<file path="config.mk">
export PLATFORM = sky130hd
export DESIGN_NAME = alu_e_flat
export DESIGN_NICKNAME = d
export VERILOG_FILES = /design/src/rtl/alu_e_if.sv /design/src/rtl/alu_e.sv /design/src/flat_wrapper.sv
export SDC_FILE = /design/constraint.sdc
export NUM_CORES = 1
export LEC_CHECK = 0
export BUFFER_PORTS_ARGS = -buffer_cell sky130_fd_sc_hd__buf_2
export CAP_MARGIN = 25
export CORE_ASPECT_RATIO = 0.75
export CORE_MARGIN = 4
export CORE_UTILIZATION = 49
export CTS_CLUSTER_DIAMETER = 80
export CTS_CLUSTER_SIZE = 8
export DETAILED_ROUTE_END_ITERATION = 6
export GPL_ROUTABILITY_DRIVEN = 0
export HOLD_SLACK_MARGIN = 0.1
export PLACE_DENSITY_LB_ADDON = 0.3
export SYNTH_ARGS = -nofsm -noshare
export SYNTH_HDL_FRONTEND = slang
export SYNTH_SLANG_ARGS = --single-unit
</file>
<file path="constraint.sdc">
create_clock -name CLK -period 2.1 [get_ports CLK]
set_input_delay 0.21 -clock CLK [delete_from_list [all_inputs] [get_ports CLK]]
set_output_delay 0.21 -clock CLK [all_outputs]
set_load 0.1 [all_outputs]
</file>
<file path="src/rtl/alu_e_if.sv">
// alu_e_if: operation request / result bundle between the control unit and alu_e.
// master = control unit side (drives request, operands and E control),
// slave  = alu_e (drives RESULT, E, DONE, BUSY).
interface alu_e_if;
    logic        start;
    logic [2:0]  op;
    logic [15:0] ac;
    logic [15:0] dr;
    logic [7:0]  inpr;
    logic        cle;
    logic        cme;
    logic [15:0] result;
    logic        e;
    logic        done;
    logic        busy;

    modport master (
        output start, op, ac, dr, inpr, cle, cme,
        input  result, e, done, busy
    );

    modport slave (
        input  start, op, ac, dr, inpr, cle, cme,
        output result, e, done, busy
    );
endinterface

</file>
<file path="src/rtl/alu_e.sv">
// alu_e: adder-and-logic stage with the E (carry/extend) flip-flop, feeding the
// accumulator. DONE drives the accumulator load; RESULT holds between ops.
// Optional feature macro: ALU_MUL_EN enables the 16-cycle shift-and-add multiply
// on OP=111. Without it OP=111 is a single-cycle pass-through of AC.
//
// state | meaning
// ------+-------------------------------------------------------------
// IDLE  | waiting for START; CLE/CME act here when START is low
// RUN   | multiply iterating, one multiplier bit per cycle, BUSY high
// FIN   | result cycle, DONE high; a new START is accepted here too
module alu_e (
    input logic   CLK,
    input logic   CLR,
    alu_e_if.slave bus
);

    typedef enum logic [1:0] {
        IDLE = 2'd0,
        RUN  = 2'd1,
        FIN  = 2'd2
    } state_t;

    localparam logic [2:0] OP_AND = 3'b000;
    localparam logic [2:0] OP_ADD = 3'b001;
    localparam logic [2:0] OP_LDA = 3'b010;
    localparam logic [2:0] OP_INP = 3'b011;
    localparam logic [2:0] OP_CMA = 3'b100;
    localparam logic [2:0] OP_CIR = 3'b101;
    localparam logic [2:0] OP_CIL = 3'b110;

    state_t      state;
    logic [15:0] result_q;
    logic        e_q;
    logic        done_q;
    logic [16:0] sc_nxt;   // {E, RESULT} for a single-cycle op

`ifdef ALU_MUL_EN
    localparam logic [2:0] OP_MUL = 3'b111;

    logic        busy_q;
    logic [3:0]  cnt;       // iterations remaining after the current one
    logic [15:0] mcand;
    logic [31:0] prod;      // {partial high, multiplier shifting out low}
    logic [16:0] psum;
    logic [31:0] prod_nxt;

    // One shift-and-add step: add multiplicand to the high half if the current
    // multiplier bit is set, then shift the 33-bit {carry, high, low} right.
    always_comb begin
        psum     = {1'b0, prod[31:16]} + (prod[0] ? {1'b0, mcand} : 17'd0);
        prod_nxt = {psum, prod[15:1]};
    end

    assign bus.busy = busy_q;
`else
    assign bus.busy = 1'b0;
`endif

    assign bus.result = result_q;
    assign bus.e      = e_q;
    assign bus.done   = done_q;

    // Single-cycle op result from the live operands (captured on the START edge).
    always_comb begin
        sc_nxt = {e_q, bus.ac};
        case (bus.op)
            OP_AND: sc_nxt = {e_q, bus.ac & bus.dr};
            OP_ADD: sc_nxt = {1'b0, bus.ac} + {1'b0, bus.dr};
            OP_LDA: sc_nxt = {e_q, bus.dr};
            OP_INP: sc_nxt = {e_q, bus.ac[15:8], bus.inpr};
            OP_CMA: sc_nxt = {e_q, ~bus.ac};
            OP_CIR: sc_nxt = {bus.ac[0], e_q, bus.ac[15:1]};
            OP_CIL: sc_nxt = {bus.ac[15], bus.ac[14:0], e_q};
            default: sc_nxt = {e_q, bus.ac};
        endcase
    end

    // Sequencer, E flip-flop and registered outputs.
    always_ff @(posedge CLK) begin
        if (!CLR) begin
            state    <= IDLE;
            result_q <= 16'h0000;
            e_q      <= 1'b0;
            done_q   <= 1'b0;
`ifdef ALU_MUL_EN
            busy_q   <= 1'b0;
            cnt      <= 4'd0;
            mcand    <= 16'h0000;
            prod     <= 32'h0000_0000;
`endif
        end else begin
            done_q <= 1'b0;
            case (state)
                IDLE, FIN: begin
                    if (bus.start) begin
`ifdef ALU_MUL_EN
                        if (bus.op == OP_MUL) begin
                            state  <= RUN;
                            busy_q <= 1'b1;
                            cnt    <= 4'd15;
                            mcand  <= bus.dr;
                            prod   <= {16'h0000, bus.ac};
                        end else
`endif
                        begin
                            state               <= FIN;
                            done_q              <= 1'b1;
                            {e_q, result_q}     <= sc_nxt;
                        end
                    end else begin
                        state <= IDLE;
                        if (bus.cle) begin
                            e_q <= 1'b0;
                        end else if (bus.cme) begin
                            e_q <= ~e_q;
                        end
                    end
                end
`ifdef ALU_MUL_EN
                RUN: begin
                    prod <= prod_nxt;
                    if (cnt == 4'd0) begin
                        state    <= FIN;
                        busy_q   <= 1'b0;
                        done_q   <= 1'b1;
                        result_q <= prod_nxt[15:0];
                        e_q      <= |prod_nxt[31:16];
                    end else begin
                        cnt <= cnt - 4'd1;
                    end
                end
`endif
                default: state <= IDLE;
            endcase
        end
    end

endmodule

</file>
<file path="src/flat_wrapper.sv">
// flat-port wrapper written by rule: the top's interface ports become plain ports
module alu_e_flat 
  (CLK, CLR, bus_start, bus_op, bus_ac, bus_dr, bus_inpr, bus_cle, bus_cme, bus_result, bus_e, bus_done, bus_busy);
  alu_e_if bus_i ();
  input logic CLK;
  input logic CLR;
  input wire logic [$bits(bus_i.start)-1:0] bus_start;
  input wire logic [$bits(bus_i.op)-1:0] bus_op;
  input wire logic [$bits(bus_i.ac)-1:0] bus_ac;
  input wire logic [$bits(bus_i.dr)-1:0] bus_dr;
  input wire logic [$bits(bus_i.inpr)-1:0] bus_inpr;
  input wire logic [$bits(bus_i.cle)-1:0] bus_cle;
  input wire logic [$bits(bus_i.cme)-1:0] bus_cme;
  output wire logic [$bits(bus_i.result)-1:0] bus_result;
  output wire logic [$bits(bus_i.e)-1:0] bus_e;
  output wire logic [$bits(bus_i.done)-1:0] bus_done;
  output wire logic [$bits(bus_i.busy)-1:0] bus_busy;
  assign bus_i.start = bus_start;
  assign bus_i.op = bus_op;
  assign bus_i.ac = bus_ac;
  assign bus_i.dr = bus_dr;
  assign bus_i.inpr = bus_inpr;
  assign bus_i.cle = bus_cle;
  assign bus_i.cme = bus_cme;
  assign bus_result = bus_i.result;
  assign bus_e = bus_i.e;
  assign bus_done = bus_i.done;
  assign bus_busy = bus_i.busy;
  alu_e u_core (.CLK(CLK), .CLR(CLR), .bus(bus_i));
endmodule
</file>
==> reports/results.txt <==
status = finished, final reports clean
cell area power density = 481 nW/um^2
Tightest Pin Transition = 0.539 ns
Tot GR Track Use = 26.4%
Clock Power Share = 16.3%
CTS tree = built
WS Path Type = input port to register
Worst Path Arrival = 2.14 ns
Root Buffer = clkbuf_8
crit path from = bus_ac[0]
CP max FO = 3
nets@finish = 495
Rows = 22
Synth Area in Simple Gates = 19.4%
Synth Instances = 353
total CTS buffers = 3
min cycle time layout = 1.99 ns
adder-cell share of the synthesized area = 8.55%
final setup fails = 0
Die X-Extent = 91.7 um
first-pass GRT wire length = 14100 um
Inserted Diodes = 0
Critical Path RT = 2.25 ns
startpoint class of the critical path = input port
Cells on Worst Hold Path = 3
total number of vias = 3156
FFs w/ async S/R, synth = 0%
initial drt markers = 399
R2R Path End = u_core.bus.result[0]
share of cells above drive strength 1 = 29.7%
compound-gate portion of the synthesized area = 41.1%
Worst slew margin = 64.0%
via/cell ratio = 6.31
clk sink count = 18
maximum VDD drop = 0.211 mV
largest family of logic cells by synthesized area = compound AO/OA/AOI/OAI gates
RSZ-0062 raised after global routing = no
CP Capture Type = register
DP HPWL = 6900 um
min-delay src = bus_ac[15]
Gate power share = 58.6%
# hold bufs at CTS = 0
synthesized area per cell = 7.30 um^2
met3 wire len = 1110 um
placed cells = 495
clock-pin slew of the registers on the worst-case setup and hold paths = 0.07 ns
Pwr Total = 0.00153 W
Fin Setup TNS = 0 ns
FF+latch count, synth = 18
vias in the first global route = 2939
Max Fclk = 504 MHz
Initial Utilization = 51.7%
main flop type after synthesis = dfxtp_1
final wirelength = 8820 um
post-synthesis mux area share = 7.43%
r2r setup slk = 1.07 ns
Die Area = 6490 um^2
Mapped Area = 2580 um^2
Core Util, Final = 63.9%
max capacitance violation total = 0
Seq pwr share = 25.1%
switching portion of total power = 47.6%
clk_lat worst skew = 0.25 ns
total grt overflow = 0
I/O Buffers = 65
Post-synth EDFFs = 0
Int Power = 0.000802 W
Post-DRT Antenna Nets = 0
io pins = 67
Yosys warnings = 0
number of H-tree levels = 1
Syn Nets = 418
worst hold path type = input port to register
XOR/XNOR Fraction of Synth Area = 1.36%
R2R Path Start = u_core.bus.e
largest net degree at the start of global routing = 26
static leakage = 1.40 nW
Die H = 70.8 um
initial antenna violation count = 0
Final Cycle Share = 94.6%
M1 WL = 3760 um
post-synthesis sequential area ratio = 14.0%
Layout Cells excl Fill = 500
count of pins over their slew limit = 0
top sig layer = met4
Synth cell types = 66
FF-to-FF path depth = 4
post-route DRC violation count = 0
worst hold slack = 0.321 ns
Layout area overhead = 23.6%
1st-pass router iterations = 5
Hold Vio Cnt, Final = 0
clock skew = 0.00232 ns
WL/cell = 17.6 um
worst setup path end = u_core.bus.result[14]
Clock Path Buffers = 2
Core Box Area = 4980 um^2
switching power total = 0.000729 W
routed length on met2 = 3790 um
==> kinds of logic after synthesis <==
| kind of cell | Yosys count |
|---|---|
| AOI/OAI and AO/OA | 154 |
| and+or+nand+nor | 100 |
| buffers and inverters | 44 |
| DFF | 18 |
| adders and majority gates | 17 |
| muxes | 15 |
| xor gates and xnor gates | 4 |
| other | 1 |
==> area by class of cell <==
class,count,area (um^2)
multi-input combinational,291,2030
fill,451,1800
timing repair buffer,101,598
sequential,18,360
tap,72,90.1
inverter,15,58.8
clock buffer,3,41.3
==> worst max-delay path, stage by stage <==
cell and delay [ns]:
buf_2 0.11, ha_4 0.13, inv_1 0.04, fa_2 0.32
and2b_1 0.24, o2111ai_2 0.17, a31o_2 0.31, a211oi_2 0.23
nor3_2 0.09, o41ai_2 0.29
==> cell usage in the layout, fill, tap and decap left out, drive strengths merged, types with 4 or more instances in the layout <==
cell type / Yosys / layout
a211oi: 12 / 12
a21boi: 4 / 4
a21o: 7 / 7
a21oi: 36 / 36
a31oi: 4 / 4
buf: 18 / 101
dfxtp: 18 / 18
ha: 16 / 16
inv: 15 / 15
mux2i: 9 / 9
nand2: 25 / 25
nand2b: 11 / 11
nand3: 7 / 7
nand3b: 5 / 5
nor2: 24 / 24
nor2b: 6 / 6
nor3: 10 / 10
o211ai: 11 / 11
o21ai: 34 / 34
o221ai: 9 / 9
o22ai: 7 / 7
o31ai: 4 / 4
or3: 4 / 4
==> cell usage after synthesis, drive strengths merged (2+ instances only) <==
cell / number / share of area [%]
ha: 16 / 7.8
a221oi: 2 / 0.68
o2111ai: 2 / 0.68
mux2i: 9 / 3.5
o21a: 3 / 0.87
dfxtp: 18 / 14
nand3: 7 / 1.4
nor3: 10 / 2.3
o41ai: 2 / 0.97
xnor2: 3 / 1.0
a211oi: 12 / 3.7
and3: 3 / 0.73
nand3b: 5 / 1.5
a21oi: 36 / 7.0
nand2b: 11 / 2.7
nand4: 3 / 0.73
nor2b: 6 / 1.5
o22ai: 7 / 1.7
clkbuf: 11 / 1.6
a22o: 2 / 0.68
nand2: 25 / 3.6
a31oi: 4 / 0.97
nor2: 24 / 3.5
a211o: 2 / 0.68
inv: 15 / 2.3
a21boi: 4 / 1.3
or3: 4 / 0.97
o221ai: 9 / 3.3
mux2: 3 / 1.3
o211ai: 11 / 3.4
buf: 18 / 4.2
o31ai: 4 / 1.7
mux4: 3 / 2.6
o21ai: 34 / 6.6
a21o: 7 / 2.0
==> power by group through the flow <==
stage / sequential (W) / clock (W) / combinational, W
final: 0.000385 / 0.000249 / 0.000898
after global routing: 0.000388 / 0.000267 / 0.000962
after CTS: 0.000384 / 0.000250 / 0.000872
after detailed placement: 0.000392 / 0 / 0.000868
after global placement: 0.000392 / 0 / 0.000855
after floorplan: 0.000593 / 0 / 0.000426
==> sequential cells by signal, summed over array words and instances (netlist names) <==
name	cells
u_core.bus.e	1
u_core.bus.result	16
u_core.state	1
==> per-stage QoR <==
step	setup slack (ns)	instance area (um^2)
floorplan	0.0977	2580
global placement	-0.0542	3100
detailed placement	-0.164	3100
CTS	0.0876	3140
global route	0.0236	3180
finish	0.114	3180
==> metal layers <==
layer / vias up / track usage (%)
met5: - / 0
met4: 0 / 8.24
met3: 21 / 7.01
met2: 216 / 40.0
met1: 1422 / 36.5
li1: 1497 / -
==> repair_timing <==
action	4_1_cts	5_1_grt
setup endpoints to repair	0	1
buffers inserted	0	2
resized for setup	0	6
endpoints found under the hold margin	0	0
==> worst min path at each step <==
stage	end	slack (ns)
finish	u_core.bus.result[15]	0.32
detailed placement	u_core.bus.result[11]	0.46
floorplan	u_core.bus.result[15]	0.40
global route	u_core.bus.result[15]	0.34
global placement	u_core.bus.result[1]	0.45
CTS	u_core.bus.result[15]	0.32
(Power assumes the default switching activity.)
